===== src/rtl/ex_muldiv_unit_pkg.sv =====
// Shared encodings for the EX-stage iterative multiply/divide unit.
// The decoder that produces the op field imports the same constants.
package ex_muldiv_unit_pkg;

   typedef logic [1:0] muldiv_op_t;
   typedef logic [1:0] muldiv_state_t;

   localparam muldiv_op_t OP_MUL   = 2'b00;
   localparam muldiv_op_t OP_MULHU = 2'b01;
   localparam muldiv_op_t OP_DIVU  = 2'b10;
   localparam muldiv_op_t OP_REMU  = 2'b11;

   localparam logic [1:0] S_IDLE = 2'b00;
   localparam logic [1:0] S_BUSY = 2'b01;
   localparam logic [1:0] S_DONE = 2'b10;

   function automatic logic op_is_div(input muldiv_op_t op);
      return op[1];
   endfunction

endpackage


===== src/rtl/ex_muldiv_unit_datapath.sv =====
// Shift-add multiply / restoring divide datapath: one step per enabled edge.
// result_o is the op-selected value *after* the current step, so the control
// can capture it on the same edge that performs the final step.
module muldiv_datapath
   import ex_muldiv_unit_pkg::*;
#(
   parameter int WIDTH = 32
) (
   input  logic             clk_i,
   input  logic             rst_i,
   input  logic             load_i,
   input  muldiv_op_t       load_op_i,
   input  logic [WIDTH-1:0] a_i,
   input  logic [WIDTH-1:0] b_i,
   input  logic             step_i,
   input  muldiv_op_t       op_q_i,
   output logic [WIDTH-1:0] result_o
);

   logic [2*WIDTH-1:0] prod_q, prod_d, mul_next;
   logic [WIDTH:0]     rem_q, rem_d, rem_next, rem_sh, mul_sum;
   logic [WIDTH-1:0]   quo_q, quo_d, quo_next, quo_sh, opb_q, opb_d;
   logic [WIDTH+1:0]   trial;

   always_comb begin
      // Carry out of the upper-half add becomes the new top bit after the shift.
      mul_sum  = {1'b0, prod_q[2*WIDTH-1:WIDTH]} + (prod_q[0] ? {1'b0, opb_q} : '0);
      mul_next = {mul_sum, prod_q[WIDTH-1:1]};

      rem_sh = {rem_q[WIDTH-1:0], quo_q[WIDTH-1]};
      quo_sh = {quo_q[WIDTH-2:0], 1'b0};
      trial  = {1'b0, rem_sh} - {2'b00, opb_q};
      if (!trial[WIDTH+1]) begin
         rem_next = trial[WIDTH:0];
         quo_next = quo_sh | WIDTH'(1);
      end else begin
         rem_next = rem_sh;
         quo_next = quo_sh;
      end

      prod_d = prod_q;
      rem_d  = rem_q;
      quo_d  = quo_q;
      opb_d  = opb_q;
      if (load_i) begin
         opb_d = b_i;
         if (op_is_div(load_op_i)) begin
            rem_d = '0;
            quo_d = a_i;
         end else begin
            prod_d = {{WIDTH{1'b0}}, a_i};
         end
      end else if (step_i) begin
         if (op_is_div(op_q_i)) begin
            rem_d = rem_next;
            quo_d = quo_next;
         end else begin
            prod_d = mul_next;
         end
      end

      case (op_q_i)
         OP_MUL:   result_o = mul_next[WIDTH-1:0];
         OP_MULHU: result_o = mul_next[2*WIDTH-1:WIDTH];
         OP_DIVU:  result_o = quo_next;
         default:  result_o = rem_next[WIDTH-1:0];
      endcase
   end

   always_ff @(posedge clk_i or posedge rst_i) begin
      if (rst_i) begin
         prod_q <= '0;
         rem_q  <= '0;
         quo_q  <= '0;
         opb_q  <= '0;
      end else begin
         prod_q <= prod_d;
         rem_q  <= rem_d;
         quo_q  <= quo_d;
         opb_q  <= opb_d;
      end
   end

endmodule


===== src/rtl/ex_muldiv_unit.sv =====
// EX-stage iterative unsigned mul/div: FSM, step counter, stall and flush control.
// Handshake: start_i is a level from ID/EX; the op is accepted on the first IDLE edge with start_i && !flush_i.
module ex_muldiv_unit
   import ex_muldiv_unit_pkg::*;
#(
   parameter int WIDTH = 32,
   parameter int CNT_W = 6
) (
   input  logic             clk_i,
   input  logic             rst_i,
   input  logic             start_i,
   input  logic [1:0]       op_i,
   input  logic [WIDTH-1:0] operand_a_i,
   input  logic [WIDTH-1:0] operand_b_i,
   input  logic [4:0]       dest_in_i,
   input  logic             flush_i,
   output logic             stall_o,
   output logic [WIDTH-1:0] result_o,
   output logic             result_valid_o,
   output logic [4:0]       result_dest_o,
   output logic [1:0]       dbg_state_o
);

   logic [1:0]       state_q, state_d;
   logic [CNT_W-1:0] count_q, count_d;
   muldiv_op_t       op_q, op_d;
   logic [4:0]       dest_q, dest_d, result_dest_q, result_dest_d;
   logic [WIDTH-1:0] result_q, result_d, dp_result;
   logic             result_valid_q, result_valid_d;
   logic             accept, step;

   assign accept = (state_q == S_IDLE) && start_i && !flush_i;
   assign step   = (state_q == S_BUSY) && !flush_i;

   muldiv_datapath #(.WIDTH(WIDTH)) u_datapath (
      .clk_i     (clk_i),
      .rst_i     (rst_i),
      .load_i    (accept),
      .load_op_i (op_i),
      .a_i       (operand_a_i),
      .b_i       (operand_b_i),
      .step_i    (step),
      .op_q_i    (op_q),
      .result_o  (dp_result)
   );

   always_comb begin
      state_d        = state_q;
      count_d        = count_q;
      op_d           = op_q;
      dest_d         = dest_q;
      result_d       = result_q;
      result_dest_d  = result_dest_q;
      result_valid_d = 1'b0;
      case (state_q)
         S_IDLE: begin
            if (accept) begin
               state_d = S_BUSY;
               count_d = '0;
               op_d    = op_i;
               dest_d  = dest_in_i;
            end
         end
         S_BUSY: begin
            if (flush_i) begin
               state_d = S_IDLE;
            end else begin
               count_d = count_q + CNT_W'(1);
               if (count_q == CNT_W'(WIDTH - 1)) begin
                  state_d        = S_DONE;
                  result_d       = dp_result;
                  result_dest_d  = dest_q;
                  result_valid_d = 1'b1;
               end
            end
         end
         // start_i seen here still belongs to the instruction just finished.
         default: state_d = S_IDLE;
      endcase
   end

   always_ff @(posedge clk_i or posedge rst_i) begin
      if (rst_i) begin
         state_q        <= S_IDLE;
         count_q        <= '0;
         op_q           <= OP_MUL;
         dest_q         <= '0;
         result_q       <= '0;
         result_dest_q  <= '0;
         result_valid_q <= 1'b0;
      end else begin
         state_q        <= state_d;
         count_q        <= count_d;
         op_q           <= op_d;
         dest_q         <= dest_d;
         result_q       <= result_d;
         result_dest_q  <= result_dest_d;
         result_valid_q <= result_valid_d;
      end
   end

   assign stall_o        = !rst_i && (accept || (state_q == S_BUSY));
   assign result_o       = result_q;
   assign result_valid_o = result_valid_q;
   assign result_dest_o  = result_dest_q;
   assign dbg_state_o    = state_q;

endmodule


===== config.mk =====
export PLATFORM = sky130hd
export DESIGN_NAME = ex_muldiv_unit
export DESIGN_NICKNAME = d
export VERILOG_FILES = /design/src/rtl/ex_muldiv_unit_pkg.sv /design/src/rtl/ex_muldiv_unit_datapath.sv /design/src/rtl/ex_muldiv_unit.sv
export SDC_FILE = /design/constraint.sdc
export NUM_CORES = 1
export LEC_CHECK = 0
export CORE_ASPECT_RATIO = 2
export CORE_UTILIZATION = 44
export CTS_CLUSTER_SIZE = 30
export DETAILED_ROUTE_END_ITERATION = 8
export PLACE_DENSITY_LB_ADDON = 0.05
export SKIP_LAST_GASP = 1
export SLEW_MARGIN = 20
export SYNTH_ARGS = -nofsm -noshare
export SYNTH_HDL_FRONTEND = slang
export SYNTH_SLANG_ARGS = --single-unit

===== constraint.sdc =====
create_clock -name clk_i -period 21.7 [get_ports clk_i]
set_input_delay 6.51 -clock clk_i [delete_from_list [all_inputs] [get_ports clk_i]]
set_output_delay 6.51 -clock clk_i [all_outputs]
set_load 0.01 [all_outputs]

# --- Word level (Yosys, flattened, before mapping) ---
# Cells that the tools add are included.
# Widths: inputs -> output; s select.
totals:
  register_bits: 213
  input_bits: 75
  out_inout_bits: 41
  elab_cells: 69
classes:
  addsub: 3
  eq_ne: 10
  n_mux: 26
  n_bitwise: 1
  n_reduce_logical: 18
op_table:
  columns: ["cell", "n"]
  rows:
  - ["$mux 32", 10]
  - ["$mux 64", 4]
  - ["$pmux 32 s3", 1]
  - ["$sub 33x32->34", 1]
  - ["$add 32x33->33", 1]
  - ["$mux 6", 2]
  - ["$pmux 6 s2", 1]
  - ["$reduce_and 3->1", 4]
  - ["$ne 2x2->1 const B", 4]
  - ["$add 6x1->6 const B", 1]
  - ["$eq 6x5->1 const B", 1]
  - ["$mux 2", 3]
  - ["$reduce_bool 2->1", 3]
  - ["$eq 2x1->1 const B", 2]
  - ["$logic_and 1x1->1", 4]
  - ["$logic_not 2->1", 2]
  - ["$mux 1", 4]
  - ["$pmux 2 s2", 1]
  - ["$reduce_and 2->1", 2]
  - ["$ne 3x3->1 const B", 1]
  - ["$eq 2x2->1 const B", 1]
  - ["$logic_not 1->1", 2]
  - ["$ne 2x1->1 const B", 1]
  - ["$logic_or 1x1->1", 1]
  - ["$not 1->1", 1]

# --- Logic depth before layout (Yosys ltp) ---
# Gate-level depths: netlist of the first run.
logic_depth:
  depth_word: 5
  depth_mapped: 16
  depth_no_buf: 13

# --- Modules after synthesis ---
# From an unflattened synthesis of the first run, not the netlist that was laid out.
unflattened:
  cells_unflattened: 1383
  area_unflattened_um2: 13300.3
by_module_without_submodules:
  columns: ["mod", "instances", "cells_each", "area_per_inst_um2", "seq_area_each_um2"]
  rows:
  - ["muldiv_datapath", 1, 1236, 11126.9, 4003.8]
  - ["ex_muldiv_unit", 1, 147, 2173.3, 1326.3]

# --- Worst setup path before layout of the first run ---
# OpenSTA, ideal clock, no wires.
synth_path:
  path_type: "input -> output"
  startpoint: "input flush_i"
  endpoint: "output stall_o"
  arrival_ns: 7.406
  t_required_ns: 15.190
  path_slack_ns: 7.784
  cell_stages: 5
  path_buffers: 2
  path_cell_list: "nor2_1 -> nand3b_1 -> clkbuf_1 -> clkbuf_1 -> a21oi_1"
synth_between:
  elab_chain_len: 4
synth_rtl:
  columns: ["element", "line_no", "rtl"]
  rows:
  - ["from (decl)", "ex_muldiv_unit.sv:16", "input logic flush_i,"]
  - ["$logic_not 1->1", "ex_muldiv_unit.sv:32", "assign accept = (state_q == S_IDLE) && start_i && !flush_i;"]
  - ["$logic_and 1x1->1", "ex_muldiv_unit.sv:32", null]
  - ["$logic_or 1x1->1", "ex_muldiv_unit.sv:102", "assign stall_o = !rst_i && (accept || (state_q == S_BUSY));"]
  - ["$logic_and 1x1->1", "ex_muldiv_unit.sv:102", null]
  - ["to (decl)", "ex_muldiv_unit.sv:17", "output logic stall_o,"]
# No other way between the ends.

# --- Worst setup path after layout of the first run ---
# Same ends and word-level chain as after synthesis.

==> metrics.log, run 1 <==
INFO  metric run_status = completed
INFO  metric drt_drc_violations_left = 0
INFO  metric tns = 0 ns
INFO  metric synth.avg_cell_area = 8.67 um2
INFO  metric drtPass1Iterations = 5
INFO  metric p_leak = 6.89 nW
INFO  metric cts.sink_count = between 200 and 250
INFO  metric postSynthNetCount = ~1700
INFO  metric startpoint_of_the_worst_slack_reg_to_reg_timing_path = u_datapath.opb_q[9]$_DFFE_PP0P_
INFO  metric finClkSkew = 0.00978 ns
INFO  metric drive_above_1_share = between 5 and 6%
INFO  metric worstRegToRegCells = 13
INFO  metric setup_viol = 0
INFO  metric fp.dieArea = a little over 30000 um2
INFO  metric use_met1 = between 20 and 30%
INFO  metric synth.cell_area = 13100 um2
INFO  metric worst_slew_margin = between 20% and 30%
INFO  metric port-buffer-count = approximately 120
INFO  metric worst_setup_path_startpoint = flush_i
INFO  metric postSynthCellCount = ~1500
INFO  metric cts_tree = done
INFO  metric wl_per_cell = 22.0 um
INFO  metric layout_min_cycle_time = ~14 ns
INFO  metric seq_area_frac_synth = around 41%
INFO  metric rsz0062_at_grt = false
INFO  metric pin_count = 116
INFO  metric cp-end-kind = output pin
INFO  metric cts_made_buffers = 23
INFO  metric vias = 11400
INFO  metric maxSlewViolCount = 0
INFO  metric worst_hold_path_type = register to register
INFO  metric synth.area.top_cells = sky130_fd_sc_hd__dfrtp_1 (41%), sky130_fd_sc_hd__o21ai_0 (6.9%), sky130_fd_sc_hd__nand2_1 (6.5%)
INFO  metric yosysTopAreaCell = sky130_fd_sc_hd__dfrtp_1
INFO  metric cp_max_fo = 3
INFO  metric r2r_end = result_o[9]$_DFFE_PP0P_
INFO  metric starting_density = between 40 and 50%
INFO  metric hp-start = dest_q[3]$_DFFE_PP0P_
INFO  metric cts_root_buffer = sky130_fd_sc_hd__clkbuf_16
INFO  metric ctsHoldBuffers = 0
INFO  metric ctsLongestPathBuffers = 3
INFO  metric core_area = just under 30000 um2
INFO  metric leading_cell_type_by_number_of_instances_after_synthesis = sky130_fd_sc_hd__nand2_1
INFO  metric arrival_time_at_the_worst_endpoint = between 7 and 8 ns
INFO  metric critical_path.most_common_cell = sky130_fd_sc_hd__clkdlybuf4s50_1
INFO  metric post-synth-top-area-fraction = approximately two fifths
INFO  metric use_met3 = under 10%
INFO  metric cts_resized = 0
INFO  metric gr-usage-met2 = a little over half
INFO  metric die_width = ~120 um
INFO  metric hold_violation_count_in_the_final_report = 0
INFO  metric gr-total-overflow = 0
INFO  metric post-route-cell-area = between 15000 and 20000 um2
INFO  metric route.antenna.remaining_nets = 0
INFO  metric post_cts_setup_buffers = 0
INFO  metric overall_track_demand_over_capacity_in_global_routing = roughly 29%
INFO  metric die_h = roughly 250 um
INFO  metric maxCapViolations = 0
INFO  metric worst_skew_pair.late_latency = 0.54 ns
INFO  metric synth_seq_cells = about 210
INFO  metric gpl.final_weighted_congestion = around 0.94
INFO  metric rows = 89
INFO  metric hpwlAfterDp = 31.5 mm
INFO  metric h-tree-depth = 1
INFO  metric critical_path_s_largest_stage_delay = 0.55 ns
INFO  metric power_density = 96.6 nW/um2
INFO  metric postSynth.topFlopCell = sky130_fd_sc_hd__dfrtp_1
INFO  metric grt_start_max_net_pins = 144
INFO  metric placed_cell_area = 14500 um2
INFO  metric synth-edff-count = 0
INFO  metric ys_top_cells_by_count = sky130_fd_sc_hd__nand2_1 (226), sky130_fd_sc_hd__dfrtp_1 (213), sky130_fd_sc_hd__o21ai_0 (180), sky130_fd_sc_hd__a21oi_1 (143), sky130_fd_sc_hd__nor2_1 (84)
INFO  metric start_kind = input port
INFO  metric clock.fmax = roughly 0.07 GHz
INFO  metric critPathRequiredTime = 15.19 ns
INFO  metric first_iter_violations = approximately 530
INFO  metric number_of_nets_in_the_finished_design = ~1700
INFO  metric grt_pass1_wl = ~66 mm
INFO  metric grt-busiest-layer = met2
INFO  metric max_slew.worst_pin.slew = approximately 1.1 ns
INFO  metric async_flop_share = 100%
INFO  metric worst-setup-path-type = input port to output pin
INFO  metric finalWirelength = about 43 mm
INFO  metric insertedDiodeCount = 0
INFO  metric slowest_stage_cell_cp = sky130_fd_sc_hd__clkdlybuf4s50_1
INFO  metric min_to = result_dest_o[3]$_DFFE_PP0P_
INFO  metric timing.hold.worst_path_depth = 2
INFO  metric worst-r2r-setup-slack = about 17 ns
INFO  metric clk_transition_reported_paths = around 0.060 ns
INFO  metric timing.final.crit_share = 66.8%
INFO  metric vdd_ir_drop_max = a little under 0.00008 V
INFO  metric hold_ws = approximately 0.47 ns
INFO  metric yosys_warnings = 0
INFO  metric grt_antenna_before_repair = 0
INFO  metric synth.lib_cells_used.distinct = between 70 and 80
INFO  metric grt_pass1_vias = between 10000 and 15000
INFO  metric drt-vias-per-instance = between 5 and 6
INFO  metric timing.critical_path.cells = clkdlybuf4s50_1 -> nor2_1 -> nand3b_1 -> a21oi_1 -> clkdlybuf4s50_1
INFO  metric syn_to_final_growth = 16.2%
-- layer usage --
layer	share of wire (%)	wire, um	up-vias
met5	0	0	-
met4	8.6	3720	0
met3	3.5	1490	126
met2	53	23000	299
met1	34	14900	5508
li1	-	-	5489
-- critical path: cells and delay by family --
family	cells	cell delay (ns)
buffers and inverters	2	1.00
AND/OR/NAND/NOR	2	0.32
AO/OA/AOI/OAI	1	0.14
-- sequential cells by signal (all words and copies together) (netlist names) --
| name | count |
|---|---|
| u_datapath.prod_q | 64 |
| result_o | 32 |
| u_datapath.opb_q | 32 |
| u_datapath.quo_q | 32 |
| u_datapath.rem_q | 32 |
| count_q | 6 |
| dest_q | 5 |
| result_dest_o | 5 |
| dbg_state_o | 2 |
| op_q | 2 |
| result_valid_o | 1 |
-- cell usage in the layout (no fill, tap or decap), types with 53 or more instances in the layout --
cell type / Yosys / routed
sky130_fd_sc_hd__a21oi_1: 143 / 141
sky130_fd_sc_hd__and2_1: 68 / 68
sky130_fd_sc_hd__clkdlybuf4s50_1: 0 / 115
sky130_fd_sc_hd__dfrtp_1: 213 / 212
sky130_fd_sc_hd__ha_1: 65 / 65
sky130_fd_sc_hd__inv_1: 54 / 53
sky130_fd_sc_hd__nand2_1: 226 / 226
sky130_fd_sc_hd__nor2_1: 84 / 83
sky130_fd_sc_hd__o21ai_0: 180 / 180
-- cell type report --
class | instances | area [um2]
fillers | 2880 | 14200
multi-input cells | 1158 | 7220
flip-flops and latches | 213 | 5330
repair buffers | 128 | 1250
clock buffers | 34 | 677
well taps | 364 | 455
inverters | 54 | 215
clock inverters | 7 | 66.3
-- report_power, final --
group | switching, W | internal, W
Sequential | 0.0000824 | 0.000488
Combinational | 0.000299 | 0.000198
Clock | 0.000173 | 0.000228
Total | 0.000554 | 0.000914
-- how the worst max path moves through the flow --
stage	end	slack, ns	depth (start not counted)
final	stall_o	7.21	5
after global routing	stall_o	7.11	5
after CTS	stall_o	7.19	5
after detailed placement	stall_o	7.22	5
after global placement	stall_o	7.24	5
after floorplan	stall_o	7.78	5
-- through the flow --
stage | std cells | worst slack, ns | total power [W] | util [%]
6_report | 1958 | 7.21 | 0.00147 | 51.7
5_1_grt | 1958 | 7.11 | 0.00155 | 51.7
4_1_cts | 1958 | 7.19 | 0.00148 | 51.7
3_5_place_dp | 1917 | 7.22 | 0.00108 | 49.2
3_3_place_gp | 1917 | 7.24 | 0.00107 | 49.2
2_1_floorplan | 1510 | 7.78 | 0.000905 | -
-- kinds of logic after synthesis --
family	share of synthesized area (%)
AO/OA/AOI/OAI	24.7
XOR/XNOR	3.61
adder cells (fa/ha/maj)	6.52
buffers and inverters	4.34
flip-flops	40.7
multiplexers	3.79
AND/OR/NAND/NOR	16.3
(Power assumes the default switching activity.)
==> inputs of run 2 (changes only) <==
==> constraint.sdc (replaced) <==
create_clock -name clk_i -period 14.1 [get_ports clk_i]
set_input_delay 4.23 -clock clk_i [delete_from_list [all_inputs] [get_ports clk_i]]
set_output_delay 4.23 -clock clk_i [all_outputs]
set_load 0.01 [all_outputs]
==> run 2 against run 1 <==
Against the previous run: sequential power increased by 57%; clock skew increased by 0.0086 ns; critical endpoint unchanged; via count decreased by 0.87%; die area unchanged.
==> metrics.log, run 2 (same netlist as run 1, synthesis figures left out) <==
INFO  metric hold_ws = 0.464 ns
INFO  metric startpoint_of_the_worst_slack_reg_to_reg_timing_path = u_datapath.prod_q[0]$_DFFE_PP0P_
INFO  metric tns = 0 ns
INFO  metric worst-setup-path-type = input port to output pin
INFO  metric power_density = approximately 150 nW/um2
INFO  metric maxSlewViolCount = 0
INFO  metric clk_transition_reported_paths = 0.07 ns
INFO  metric hp-start = dest_q[1]$_DFFE_PP0P_
INFO  metric multi_input_comb_area = 7220 um2
INFO  metric post-route-util = about half
INFO  metric largest_register_ff_count = 64
INFO  metric post_cts_setup_buffers = 0
INFO  metric cp-end-kind = output pin
INFO  metric grt_antenna_before_repair = 0
INFO  metric ctsLongestPathBuffers = 3
INFO  metric seqCellArea = around 5300 um2
INFO  metric cts_made_buffers = 23
INFO  metric cp_max_fo = 75
INFO  metric p_leak = between 6 and 7 nW
INFO  metric h-tree-depth = 1
INFO  metric syn_to_final_growth = 16.6%
INFO  metric fp.dieArea = approximately 30000 um2
INFO  metric cts.sink_count = 213
INFO  metric hold_violation_count_in_the_final_report = 0
INFO  metric drt-vias-per-instance = roughly 5.8
INFO  metric pin_count = around 120
INFO  metric timing.final.crit_share = roughly 74%
INFO  metric worst_slew_margin = approximately a third
INFO  metric drtPass1Iterations = 5
INFO  metric cts_root_buffer = sky130_fd_sc_hd__clkbuf_16
INFO  metric insertedDiodeCount = 0
INFO  metric first_iter_violations = a little over 600
INFO  metric max_slew.worst_pin.slew = about 1.0 ns
INFO  metric grt_pass1_vias = around 11000
INFO  metric maxCapViolations = 0
INFO  metric vias = about 11000
INFO  metric cts_tree = done
INFO  metric starting_density = approximately 45%
INFO  metric overall_track_demand_over_capacity_in_global_routing = between 20% and 30%
INFO  metric setup_viol = 0
INFO  metric fraction_of_power_consumed_by_combinational_cells = around 33%
INFO  metric ctsHoldBuffers = 0
INFO  metric layout_min_cycle_time = 10.42 ns
INFO  metric worst_skew_pair.late_latency = about 0.55 ns
INFO  metric number_of_nets_in_the_finished_design = 1722
INFO  metric run_status = completed
INFO  metric port-buffer-count = around 120
INFO  metric top_register = u_datapath.prod_q
INFO  metric sw_frac_of_total = a little under two fifths
INFO  metric core_area = around 30000 um2
INFO  metric clock.fmax = around 0.096 GHz
INFO  metric hpwlAfterDp = between 30 and 40 mm
INFO  metric critPathRequiredTime = 9.87 ns
INFO  metric arrival_time_at_the_worst_endpoint = ~6.2 ns
INFO  metric drive_above_1_share = approximately 5.4%
INFO  metric route.antenna.remaining_nets = 0
INFO  metric drt_drc_violations_left = 0
INFO  metric wl_per_cell = between 20 and 25 um
INFO  metric rows = approximately 90
INFO  metric p_switching = between 0.0008 and 0.0009 W
INFO  metric power = ~0.0023 W
INFO  metric layout_common_cells = sky130_fd_sc_hd__nand2_1 (226), sky130_fd_sc_hd__dfrtp_1 (212), sky130_fd_sc_hd__o21ai_0 (180), sky130_fd_sc_hd__a21oi_1 (141), sky130_fd_sc_hd__clkdlybuf4s50_1 (115)
INFO  metric layout_commonest_cell = sky130_fd_sc_hd__nand2_1
INFO  metric worst-r2r-setup-slack = roughly 9.7 ns
INFO  metric vdd_ir_drop_max = slightly below 0.0001 V
INFO  metric seq_power_share = 39.4%
INFO  metric p_int = roughly 0.0014 W
INFO  metric worst_setup_path_startpoint = flush_i
INFO  metric die_width = between 100 and 150 um
INFO  metric dp_slack = ~3.7 ns
INFO  metric start_kind = input port
INFO  metric cts_resized = 0
INFO  metric power_frac_clock = about 28%
INFO  metric postLayoutSetupSlackWorst = 3.68 ns
INFO  metric grt_start_max_net_pins = around 100
INFO  metric grt_pass1_wl = about 65 mm
INFO  metric gr-total-overflow = 0
INFO  metric worst_hold_path_type = register to register
INFO  metric filler_cell_count = approximately 2900
INFO  metric die_h = 246 um
INFO  metric gpl.final_weighted_congestion = roughly 0.94
INFO  metric finalWirelength = about 43 mm
INFO  metric finClkSkew = about 0.018 ns
INFO  metric rsz0062_at_grt = false
run 2: worst paths after layout:
path | cells past startpoint | endpoint
max in group asynchronous | 3 | op_q[0]$_DFFE_PP0P_
worst max-delay path | 6 | stall_o
worst min register to register | 2 | result_dest_o[1]$_DFFE_PP0P_
min in group asynchronous | 2 | result_dest_o[2]$_DFFE_PP0P_
worst max register to register | 13 | result_o[29]$_DFFE_PP0P_
worst min-delay path | 2 | result_dest_o[1]$_DFFE_PP0P_
run 2: stage by stage:
step                instance area (um2)  instances
global placement                  14500       1918
floorplan                         13100       1510
detailed placement                14500       1918
CTS                               15200       1960
global route                      15300       1961
finish                            15300       1961
run 2: layer usage:
metal  track usage (%)  vias to the layer above  routed length, um
li1                  -                     5497                  -
met1              29.7                     5412              15100
met2              52.3                      304              22700
met3              2.99                      110               1430
met4              22.7                        0               3800
met5                 0                        -                  0
run 2: final cells by class:
class,count,share of cell area (%)
clock buffers,31,4.17
clock inverters,11,0.820
inverters,54,1.38
multi-input cells,1158,47.3
flip-flops and latches,213,34.9
well taps,364,2.99
repair buffers,130,8.41
run 2: power groups by stage:
stage / combinational, W / clock, W / sequential, W
5_1_grt: 0.000825 / 0.000671 / 0.000911
4_1_cts: 0.000748 / 0.000651 / 0.000898
3_5_place_dp: 0.000746 / 0 / 0.000907
2_1_floorplan: 0.000560 / 0 / 0.000833
3_3_place_gp: 0.000734 / 0 / 0.000907
6_report: 0.000745 / 0.000636 / 0.000897
run 2: critical path, cell delays in order:
cell and delay [ns]:
sky130_fd_sc_hd__clkdlybuf4s50_1 0.52, sky130_fd_sc_hd__nor2_1 0.09, sky130_fd_sc_hd__nand3b_1 0.09, sky130_fd_sc_hd__buf_4 0.61, sky130_fd_sc_hd__a21oi_1 0.13, sky130_fd_sc_hd__clkdlybuf4s50_1 0.51
==> inputs of run 3 (changes only) <==
==> constraint.sdc (replaced) <==
create_clock -name clk_i -period 9.8 [get_ports clk_i]
set_input_delay 2.94 -clock clk_i [delete_from_list [all_inputs] [get_ports clk_i]]
set_output_delay 2.94 -clock clk_i [all_outputs]
set_load 0.01 [all_outputs]
==> run 3 against run 2 <==
Against the previous run: via count up 1.4%; first-iteration DRC count up 18%; flip-flop and latch count unchanged; sequential power up 40%; count of clock-buffer cells in the layout up 4; combinational power up 49%; critical path type unchanged; largest cell class unchanged; highest routed layer unchanged.
==> metrics.log, run 3 (same netlist as run 1, synthesis figures left out) <==
INFO  metric run_status = completed
INFO  metric worst_skew_pair.late_latency = 0.55 ns
INFO  metric clock.fmax = around 0.14 GHz
INFO  metric layout_common_cells = sky130_fd_sc_hd__nand2_1 (226), sky130_fd_sc_hd__dfrtp_1 (212), sky130_fd_sc_hd__o21ai_0 (180), sky130_fd_sc_hd__a21oi_1 (141), sky130_fd_sc_hd__clkdlybuf4s50_1 (115)
INFO  metric timing.hold.worst_path_depth = 2
INFO  metric syn_to_final_growth = 16.0%
INFO  metric hold_violation_count_in_the_final_report = 0
INFO  metric vdd_ir_drop_max = between 0.00015 and 0.0002 V
INFO  metric rows = just under 90
INFO  metric ctsHoldBuffers = 0
INFO  metric grt_pass1_wl = between 60 and 70 mm
INFO  metric timing.final.crit_share = about three quarters
INFO  metric grt_antenna_before_repair = 0
INFO  metric critical_path.most_common_cell = sky130_fd_sc_hd__clkdlybuf4s50_1
INFO  metric top_register = u_datapath.prod_q
INFO  metric r2r_end = result_o[7]$_DFFE_PP0P_
INFO  metric route.antenna.remaining_nets = 0
INFO  metric start_kind = input port
INFO  metric filler_cell_count = a little under 3000
INFO  metric worst_hold_path_type = register to register
INFO  metric min_to = result_dest_o[2]$_DFFE_PP0P_
INFO  metric drt-vias-per-instance = around 5.9
INFO  metric power_density = roughly 210 nW/um2
INFO  metric vias = about 11000
INFO  metric dp_slack = ~2.5 ns
INFO  metric gr-total-overflow = 0
INFO  metric hp-start = dest_q[2]$_DFFE_PP0P_
INFO  metric worst-r2r-setup-slack = around 5.5 ns
INFO  metric starting_density = 44.5%
INFO  metric timing.critical_path.cells = clkdlybuf4s50_1 -> nor2_1 -> nand3b_1 -> a21oi_1 -> clkdlybuf4s50_1
INFO  metric clk_transition_reported_paths = approximately 0.060 ns
INFO  metric worst-setup-path-type = input port to output pin
INFO  metric cts_root_buffer = sky130_fd_sc_hd__clkbuf_16
INFO  metric seqCellArea = 5330 um2
INFO  metric multi_input_comb_area = between 7000 and 8000 um2
INFO  metric worstRegToRegCells = 13
INFO  metric setup_viol = 0
INFO  metric cts.sink_count = about 210
INFO  metric drive_above_1_share = between 5 and 6%
INFO  metric pin_count = about 120
INFO  metric rsz0062_at_grt = false
INFO  metric layout_min_cycle_time = around 7.3 ns
INFO  metric port-buffer-count = between 100 and 150
INFO  metric critical_path_s_largest_stage_delay = ~0.55 ns
INFO  metric ctsLongestPathBuffers = 3
INFO  metric insertedDiodeCount = 0
INFO  metric arrival_time_at_the_worst_endpoint = 4.38 ns
INFO  metric max_slew.worst_pin.slew = around 1.1 ns
INFO  metric first_iter_violations = 713
INFO  metric slowest_stage_cell_cp = sky130_fd_sc_hd__clkdlybuf4s50_1
INFO  metric die_h = between 200 and 250 um
INFO  metric cp_max_fo = 3
INFO  metric maxCapViolations = 0
INFO  metric startpoint_of_the_worst_slack_reg_to_reg_timing_path = u_datapath.opb_q[1]$_DFFE_PP0P_
INFO  metric finalWirelength = ~44 mm
INFO  metric layout_commonest_cell = sky130_fd_sc_hd__nand2_1
INFO  metric p_leak = slightly below 7 nW
INFO  metric postLayoutSetupSlackWorst = 2.48 ns
INFO  metric worst_slew_margin = ~28%
INFO  metric critPathRequiredTime = ~7 ns
INFO  metric cts_made_buffers = 23
INFO  metric cts_tree = done
INFO  metric cts_resized = 0
INFO  metric number_of_nets_in_the_finished_design = approximately 1700
INFO  metric core_area = 29400 um2
INFO  metric finClkSkew = around 0.016 ns
INFO  metric largest_register_ff_count = 64
INFO  metric gpl.final_weighted_congestion = approximately 0.91
INFO  metric tns = 0 ns
INFO  metric die_width = between 100 and 150 um
INFO  metric maxSlewViolCount = 0
INFO  metric cp-end-kind = output pin
INFO  metric h-tree-depth = 1
INFO  metric drtPass1Iterations = 5
INFO  metric fp.dieArea = 30500 um2
INFO  metric post_cts_setup_buffers = 0
INFO  metric grt_pass1_vias = around 12000
INFO  metric grt_start_max_net_pins = approximately 150
INFO  metric hpwlAfterDp = about 32 mm
INFO  metric wl_per_cell = roughly 22 um
INFO  metric overall_track_demand_over_capacity_in_global_routing = 29.4%
INFO  metric drt_drc_violations_left = 0
run 3: final cells by class:
cell class / instances / share of cell area (%)
Inverter: 54 / 1.42
Sequential cell: 213 / 35.1
Clock buffer: 35 / 4.35
Multi-Input combinational cell: 1158 / 47.5
Clock inverter: 6 / 0.354
Timing Repair Buffer: 129 / 8.27
Tap cell: 364 / 3.00
run 3: worst max-delay path: cells and delay by family:
family	cells	cell delay, ns
buffers and inverters	2	1.00
and+or+nand+nor	2	0.31
AOI/OAI and AO/OA	1	0.13
run 3: power by group:
group	internal (W)	switching, W	total, W
combinational	0.000439	0.000675	0.00111
sequential	0.00108	0.000181	0.00126
clock	0.000470	0.000389	0.000859
total	0.00199	0.00125	0.00324
run 3: worst max path at each step:
stage                 start                      to  slack, ns  cells past startpoint
finish              flush_i                 stall_o       2.48                      5
global route        flush_i                 stall_o       2.33                      5
CTS                 flush_i                 stall_o       2.47                      5
detailed placement  flush_i                 stall_o       2.48                      5
global placement    flush_i                 stall_o       2.47                      5
floorplan             rst_i  count_q[0]$_DFFE_PP0P_       1.04                      1
run 3: per-layer routing:
layer / vias to the layer above / GRT usage (%) / wire length (um)
met4: 0 / 24.5 / 4170
met5: - / 0 / 0
met1: 5559 / 29.5 / 14900
met3: 121 / 2.64 / 1500
met2: 316 / 53.2 / 23000
li1: 5491 / - / -
run 3: through the flow:
step	instances	area [um2]	hold slack, ns	util [%]	power [W]
after floorplan	1510	13100	0.439	-	0.00200
after global placement	1918	14500	0.451	49.2	0.00237
after detailed placement	1918	14500	0.464	49.2	0.00239
after CTS	1959	15200	0.472	51.6	0.00326
after global routing	1959	15200	0.502	51.7	0.00342
final	1959	15200	0.470	51.7	0.00324
